### src/rtl/wish_blinky_multi.sv
// Wishbone-controlled bank of pattern LEDs: a shared prescaler tick rotates each
// enabled channel's mask and drives its outgoing bit, in LOOP or ONESHOT mode.
module wish_blinky_multi #(
  parameter int CH_BITS   = 2,
  parameter int MASK_BITS = 8,
  parameter int DIV_BITS  = 22,
  parameter int DIV_TOP   = 2**22-1
) (
  input  logic                  CLK_I,
  input  logic                  RST_I,
  input  logic                  STB_I,
  input  logic                  WE_I,
  input  logic [CH_BITS:0]      ADR_I,
  input  logic [MASK_BITS-1:0]  DAT_I,
  output logic [MASK_BITS-1:0]  DAT_O,
  output logic                  ACK_O,
  output logic [2**CH_BITS-1:0] o_led
);
  localparam int NUM_CH = 2**CH_BITS;
  localparam int POS_W  = $clog2(MASK_BITS) + 1;
  localparam logic [DIV_BITS-1:0] TOP      = DIV_BITS'(DIV_TOP);
  localparam logic [POS_W-1:0]    POS_LAST = POS_W'(MASK_BITS - 1);
  localparam logic [1:0] MODE_OFF  = 2'b00;
  localparam logic [1:0] MODE_LOOP = 2'b01;
  localparam logic [1:0] MODE_ONE  = 2'b10;

  logic [DIV_BITS-1:0] cnt;
  logic                tick;
  logic                acc, wr, sel;
  logic [CH_BITS-1:0]  ch;
  logic [MASK_BITS-1:0] rd_data;

  logic [NUM_CH-1:0][MASK_BITS-1:0] shift_all;
  logic [NUM_CH-1:0][1:0]           mode_all;
  logic [NUM_CH-1:0]                done_all;

  assign tick = (cnt == TOP);
  assign acc  = STB_I & ~ACK_O;
  assign wr   = acc & WE_I;
  assign sel  = ADR_I[CH_BITS];
  assign ch   = ADR_I[CH_BITS-1:0];

  // Free-running prescaler; bus traffic never restarts it.
  always_ff @(posedge CLK_I or posedge RST_I) begin
    if (RST_I) cnt <= '0;
    else       cnt <= tick ? '0 : cnt + 1'b1;
  end

  for (genvar i = 0; i < NUM_CH; i++) begin : g_ch
    logic [MASK_BITS-1:0] shift;
    logic [1:0]           mode;
    logic [POS_W-1:0]     pos;
    logic                 done, led, wr_mask, wr_mode, step;

    assign wr_mask = wr && !sel && (ch == CH_BITS'(i));
    assign wr_mode = wr &&  sel && (ch == CH_BITS'(i));
    assign step    = tick && ((mode == MODE_LOOP) || (mode == MODE_ONE && !done));

    // Bus writes take priority over a coincident tick for this channel only.
    always_ff @(posedge CLK_I or posedge RST_I) begin
      if (RST_I) begin
        shift <= '0;
        mode  <= MODE_OFF;
        pos   <= '0;
        done  <= 1'b0;
        led   <= 1'b0;
      end else if (wr_mask) begin
        shift <= DAT_I;
        pos   <= '0;
        done  <= 1'b0;
        led   <= 1'b0;
      end else if (wr_mode) begin
        mode <= DAT_I[1:0];
        pos  <= '0;
        done <= 1'b0;
        if (DAT_I[1:0] != MODE_LOOP && DAT_I[1:0] != MODE_ONE) led <= 1'b0;
      end else if (step) begin
        led   <= shift[MASK_BITS-1];
        shift <= {shift[MASK_BITS-2:0], shift[MASK_BITS-1]};
        if (mode == MODE_LOOP) begin
          pos <= (pos == POS_LAST) ? '0 : pos + 1'b1;
        end else begin
          pos <= pos + 1'b1;
          if (pos == POS_LAST) done <= 1'b1;
        end
      end else if (tick) begin
        led <= 1'b0;
      end
    end

    assign shift_all[i] = shift;
    assign mode_all[i]  = mode;
    assign done_all[i]  = done;
    assign o_led[i]     = led;
  end

  assign rd_data = sel ? MASK_BITS'({done_all[ch], mode_all[ch]}) : shift_all[ch];

  always_ff @(posedge CLK_I or posedge RST_I) begin
    if (RST_I) begin
      ACK_O <= 1'b0;
      DAT_O <= '0;
    end else begin
      ACK_O <= acc;
      if (acc) DAT_O <= rd_data;
    end
  end
endmodule

### config.mk
export PLATFORM = sky130hd
export DESIGN_NAME = wish_blinky_multi
export DESIGN_NICKNAME = d
export VERILOG_FILES = /design/src/rtl/wish_blinky_multi.sv
export SDC_FILE = /design/constraint.sdc
export NUM_CORES = 1
export LEC_CHECK = 0
export CORE_MARGIN = 5
export CORE_UTILIZATION = 60
export CTS_CLUSTER_SIZE = 20
export DETAILED_ROUTE_END_ITERATION = 12
export PLACE_DENSITY_LB_ADDON = 0.08
export SLEW_MARGIN = 20
export SYNTH_ARGS = -nofsm -noshare
export SYNTH_HDL_FRONTEND = slang
export SYNTH_SLANG_ARGS = --single-unit
### constraint.sdc
create_clock -name CLK_I -period 5.2 [get_ports CLK_I]
set_input_delay 1.04 -clock CLK_I [delete_from_list [all_inputs] [get_ports CLK_I]]
set_output_delay 1.04 -clock CLK_I [all_outputs]
set_load 0.01 [all_outputs]
Word level (Yosys, flattened, before mapping)
Cells that the tools add are included.

storage, ports and cells
  output and inout bits = 13
  input port bits = 15
  logic and storage cells = 201
  flip-flop bits (word level) = 95

cells by class
  eq/ne operators = 30
  reduce and logical (&&, ||, !) cells = 61
  add/subtract/negate cells = 5
  magnitude comparators = 1
  bitwise operators = 7
  muxes and demuxes = 74

operators with widths
  kind                                                                     number
  8-bit 2-to-1 mux                                                         14
  4-bit 2-to-1 mux                                                         20
  1-bit 2-to-1 mux                                                         35
  2-bit AND reduction                                                      12
  3-bit nonzero test                                                       8
  22-bit by 1-bit adder with 22-bit output, second input constant          1
  22-bit == test, second input constant                                    1
  22-bit 2-to-1 mux                                                        1
  1-bit logical AND                                                        19
  4-bit by 1-bit adder with 4-bit output, second input constant            4
  8-bit binary-select mux with 2-bit select                                1
  4-bit by 3-bit == test with 1-bit output, second input constant          4
  4-bit nonzero test                                                       4
  2-bit == test, second input constant                                     6
  3-bit by 2-bit inequality test with 1-bit output, second input constant  4
  3-bit inequality test, second input constant                             4
  3-bit AND reduction                                                      4
  2-bit by 1-bit == test with 1-bit output, second input constant          5
  2-bit inequality test, second input constant                             5
  2-bit nonzero test                                                       4
  1-bit zero test                                                          5
  1-bit inverter                                                           5
  2-bit binary-select mux with 2-bit select                                1
  1-bit logical OR                                                         4
  6 further kinds                                                          7

Depth between registers and ports, before layout
  word-level depth = 7
  depth in mapped cells = 7
  depth with buffers taken out = 5

Least setup slack after synthesis
OpenSTA, ideal clock, no wires.

  path type = input to register
  start = input ADR_I[1]
  end = register DAT_O[4]
  arrival time = 2313 ps
  cell stages on the path = 4
  setup time = 121 ps
  path slack = 2766 ps
  data required time = 5079 ps
  path buffers = 2
  cells stage by stage = clkbuf_1 -> buf_2 -> mux4_2 -> a22o_1

between the ends
  longest elaborated chain between the ends = 3

ends and longest elaborated chain
  what                                       line  text
  start: declaration                         13    input logic [CH_BITS:0] ADR_I,
  8-bit binary-select mux with 2-bit select  97    assign rd_data = sel ? MASK_BITS'({done_all[ch], mode_all[ch]}) : shift_all[ch];
  8-bit 2-to-1 mux (implied by the code)     97
  8-bit 2-to-1 mux                           97
  end signal: assignment                     105   if (acc) DAT_O <= rd_data;
  end: declaration                           15    output logic [MASK_BITS-1:0] DAT_O,

Every way passes these cells. The select of a mux whose other input is x is not followed.
A chain may end at the register's enable or synchronous reset.

Worst setup path in the final report
  start = input ADR_I[1]
  end = register g_ch[1].shift[0]

between the ends
  longest elaborated chain between the ends = 4
  elaborated cells on any way between the ends = 7
  those cells by class = eq/ne: 2; mux: 1; reduce/logical: 4

ends and longest elaborated chain
  what                                                                                 line    text
  2-bit by 1-bit == test with 1-bit output *                                           55, 56
  1-bit logical AND (on tied branches)                                                 55, 56
  2-bit inequality test (no source line) / 2-bit nonzero test (equally long branches)  --
  2-bit AND reduction (no source line)                                                 --
  end signal: assignment                                                               79      shift <= {shift[MASK_BITS-2:0], shift[MASK_BITS-1]};
  end: declaration                                                                     50      logic [MASK_BITS-1:0] shift;

Mark *: on every way between the ends. The rest lies on a longest branch, timed or not.

==> flow_summary.rst <==
.. list-table::
   :header-rows: 1

   * - Metric
     - Value
   * - Crit Path Class
     - primary input to flop
   * - Met3 Resource Use GR
     - 3.99%
   * - Count of routing violations after the opening detailed-route iteration
     - 408
   * - Post-DR wirelength/cell
     - 21.3 µm
   * - Switching pwr
     - 522 µW
   * - Post-CTS sizing
     - 0
   * - Hold Violations, Final
     - 0
   * - Area post-placement
     - 5460 µm²
   * - Postcts setup bufs
     - 0
   * - Drt total wl
     - 12800 µm
   * - Detailed-route via count
     - 4107
   * - Top cell type's share of synthesized area
     - 45.9%
   * - Hold path depth
     - 2
   * - Main area contributors after synthesis
     - sky130_fd_sc_hd__dfrtp_1 46%, sky130_fd_sc_hd__o221a_2 6.7%, sky130_fd_sc_hd__mux4_2 4.8%, sky130_fd_sc_hd__or3_1 4.1%, sky130_fd_sc_hd__mux2i_1 3.5%
   * - Post-synthesis instance area
     - 5170 µm²
   * - Total CTS buffers
     - 9
   * - Detailed-placement wirelength estimate
     - 9160 µm
   * - Achievable Freq
     - 312 MHz
   * - Num rows
     - 33
   * - Worst Path Max Fanout
     - 20
   * - Total grt overflow
     - 0
   * - Number of clock sinks seen by CTS
     - 95
   * - Met1 GRT Util
     - 39.0%
   * - Internal
     - 1200 µW
   * - Critical Path, Cell by Cell
     - clkdlybuf4s50_1 > nor2b_1 > nand2_1 > nand4_1 > o221a_2
   * - Required arrival time at the worst endpoint
     - 5.45 ns
   * - Slowest cell on the critical path
     - sky130_fd_sc_hd__clkdlybuf4s50_1
   * - Setup TNS
     - 0 ns
   * - Final setup skew
     - 0.0105 ns
   * - Detail-routed via count per cell
     - 6.85
   * - Portion of total power attributed to combinational logic
     - 19.0%
   * - Core area
     - 8300 µm²
   * - Total inserted antenna cells
     - 0
   * - Post-synth top cells
     - 95 x sky130_fd_sc_hd__dfrtp_1, 39 x sky130_fd_sc_hd__nand2_1, 34 x sky130_fd_sc_hd__or3_1, 31 x sky130_fd_sc_hd__o221a_2, 23 x sky130_fd_sc_hd__nand3_1
   * - Slew at the pin with the worst max-slew slack
     - 0.962 ns
   * - Global-route met2 utilization
     - 37.5%
   * - Part of the power in registers
     - 55.2%
   * - Hold Crit Class
     - flop to flop
   * - Sort of element at the start of the critical path
     - primary input
   * - Chip Height
     - 103 µm
   * - Switching part of the total power
     - 30.4%
   * - TritonCTS clock tree
     - built
   * - Worst rel slew slack
     - 35.6%
   * - Arrival @ worst endpoint
     - 3.45 ns
   * - Number of flops mapped to enable cells by yosys
     - 0
   * - H-tree depth
     - 3
   * - Static Leak
     - 0.00231 µW
   * - Synth cell types
     - 57
   * - Part of the power in the clock network
     - 25.8%
   * - Flop and latch count out of synthesis
     - 95
   * - Via count of the first global-routing pass
     - 3966
   * - Layer with the highest usage after global routing
     - met1
   * - Final period util
     - 61.6%
   * - Fraction of final layout cells with drive strength greater than 1
     - 16.6%
   * - Antenna viol nets, final
     - 0
   * - Die width
     - 103 µm
   * - Worst-path clk slew
     - 0.09 ns
   * - Maximum cell stage delay along the critical path
     - 1.10 ns
   * - Result of the run
     - complete, no violations
   * - First-pass GRT wire length
     - 20600 µm
   * - Unrepaired setup endpoints after global routing
     - false
   * - Final setup fails
     - 0
   * - Sequential element share of the synthesized area
     - 45.9%
   * - Final Power
     - 1720 µW
   * - Tmin final
     - 3.20 ns
   * - Initial antenna violation count
     - 0
   * - Port Buffer Count
     - 27
   * - Critical Path Sink Type
     - flop
   * - Reg2reg path depth
     - 4
   * - Total of warnings raised by yosys
     - 0
   * - Net count after synthesis
     - 499
   * - Remaining design rule violation count
     - 0
   * - Total global routing track utilization
     - 25.5%
   * - Detailed-router iteration count before antenna repair
     - 5
   * - # hold bufs at CTS
     - 0
   * - Power density relative to cell area
     - 305 nW/µm²
   * - Most area-hungry cell type in the Yosys netlist
     - sky130_fd_sc_hd__dfrtp_1
   * - VDD IR-drop max
     - 0.169 mV
   * - Clk Latency, worst-skew pair
     - 0.37 ns
   * - Largest net degree at the start of global routing
     - 54
   * - Last weighted congestion value of the routability-driven placer
     - 0.860
   * - Number of maximum-capacitance constraint violations
     - 0
   * - Post-route cell area
     - 5630 µm²
   * - Commonest register cell after synthesis
     - sky130_fd_sc_hd__dfrtp_1
   * - Initial Util
     - 62.4%
   * - CTS Buffer Depth
     - 2
   * - CTS root buffer
     - sky130_fd_sc_hd__clkbuf_8
   * - Most repeated cell in the gate-level netlist after synthesis
     - sky130_fd_sc_hd__dfrtp_1
   * - Post-layout nets
     - 510
   * - Fraction of registers with async set/reset
     - 100%
   * - Die ar.
     - 10600 µm²
   * - Post-synthesis cell count
     - 479
   * - Avg Cell Area, Syn
     - 10.8 µm²
   * - Area Overhead vs Synth
     - 8.75%
   * - Max-slew violation total from the final report
     - 0
   * - Boundary pin count
     - 28
[kinds of logic after synthesis]
family          after synthesis  share of synthesized area, %
buf+inv                      39                          3.34
compound gates               85                          14.6
mux                          36                          9.79
fa+ha+maj                     5                          1.21
xor+xnor                     17                          2.88
simple gates                202                          22.3
flops                        95                          45.9
[registers in the layout, summed over array words and instances (netlist names)]
signal,cells
ACK_O,1
g_ch.mode,8
g_ch.shift,32
g_ch.led,4
cnt,22
g_ch.done,4
DAT_O,8
g_ch.pos,16
[through the flow]
step | hold slack [ns] | std cells | worst slack [ns] | util (%)
2_1_floorplan | 0.455 | 479 | 1.68 | -
3_3_place_gp | 0.462 | 584 | 1.77 | 65.8
3_5_place_dp | 0.470 | 584 | 1.64 | 65.8
4_1_cts | 0.492 | 600 | 2.02 | 67.8
5_1_grt | 0.510 | 600 | 1.74 | 67.8
6_report | 0.488 | 600 | 2.00 | 67.8
[per-layer routing]
metal	vias to the layer above	routed length (µm)
met5	-	0
met4	0	225
met3	23	1080
met2	176	5630
met1	2055	5820
li1	1853	-
[cells in the final DEF, fill, tap and decap left out, drive strengths merged, types with 4 or more instances in the layout]
cell type,Yosys,routed
xor2,5,5
nand3,23,23
clkinvlp,0,4
a21oi,5,5
xnor2,12,12
dfrtp,95,95
mux2i,18,18
nor2b,4,4
o21ai,10,10
mux4,11,11
nand2,39,39
a22o,5,5
clkdlybuf4s50,0,27
o21a,5,5
a41o,5,5
o221a,31,31
clkbuf,17,11
o311ai,6,6
nand4,17,17
and2,5,5
nand3b,4,4
nor3,8,8
or3,34,34
or2,6,6
ha,5,5
mux2,7,7
nor2,22,22
o211ai,5,5
inv,9,8
nand2b,13,13
nor4,12,12
[power by group through the flow]
stage / clock, µW / sequential (µW) / combinational, µW
detailed placement: 0 / 953 / 328
CTS: 441 / 940 / 328
global placement: 0 / 950 / 316
global route: 476 / 955 / 357
floorplan: 0 / 917 / 232
finish: 443 / 947 / 327
[final cells by class]
class | instances | area, µm²
well taps | 105 | 131
inverters | 9 | 35.0
repair buffers | 30 | 293
fillers | 615 | 2670
clock buffers | 11 | 131
clock inverters | 5 | 35.0
flip-flops and latches | 95 | 2380
multi-input cells | 345 | 2630
[critical path: cells and delay by family]
kind            cells  cell delay, ns
simple gates        3            0.92
buf+inv             1            1.10
compound gates      1            0.39
[final timing paths]
kind | end | slack [ns] | start
min in group asynchronous | DAT_O[7]$_DFFE_PP0N_ | 1.07 | RST_I
max in group asynchronous | g_ch[1].mode[1]$_DFFE_PP0P_ | 2.99 | RST_I
min reg2reg | DAT_O[1]$_DFFE_PP0N_ | 0.49 | DAT_O[1]$_DFFE_PP0N_
min | DAT_O[1]$_DFFE_PP0N_ | 0.49 | DAT_O[1]$_DFFE_PP0N_
max | g_ch[1].shift[0]$_DFFE_PP0P_ | 2.00 | ADR_I[1]
max reg2reg | g_ch[0].shift[2]$_DFFE_PP0P_ | 2.65 | cnt[5]$_DFF_PP0_
Note: power is estimated with default switching activity, not from simulation.
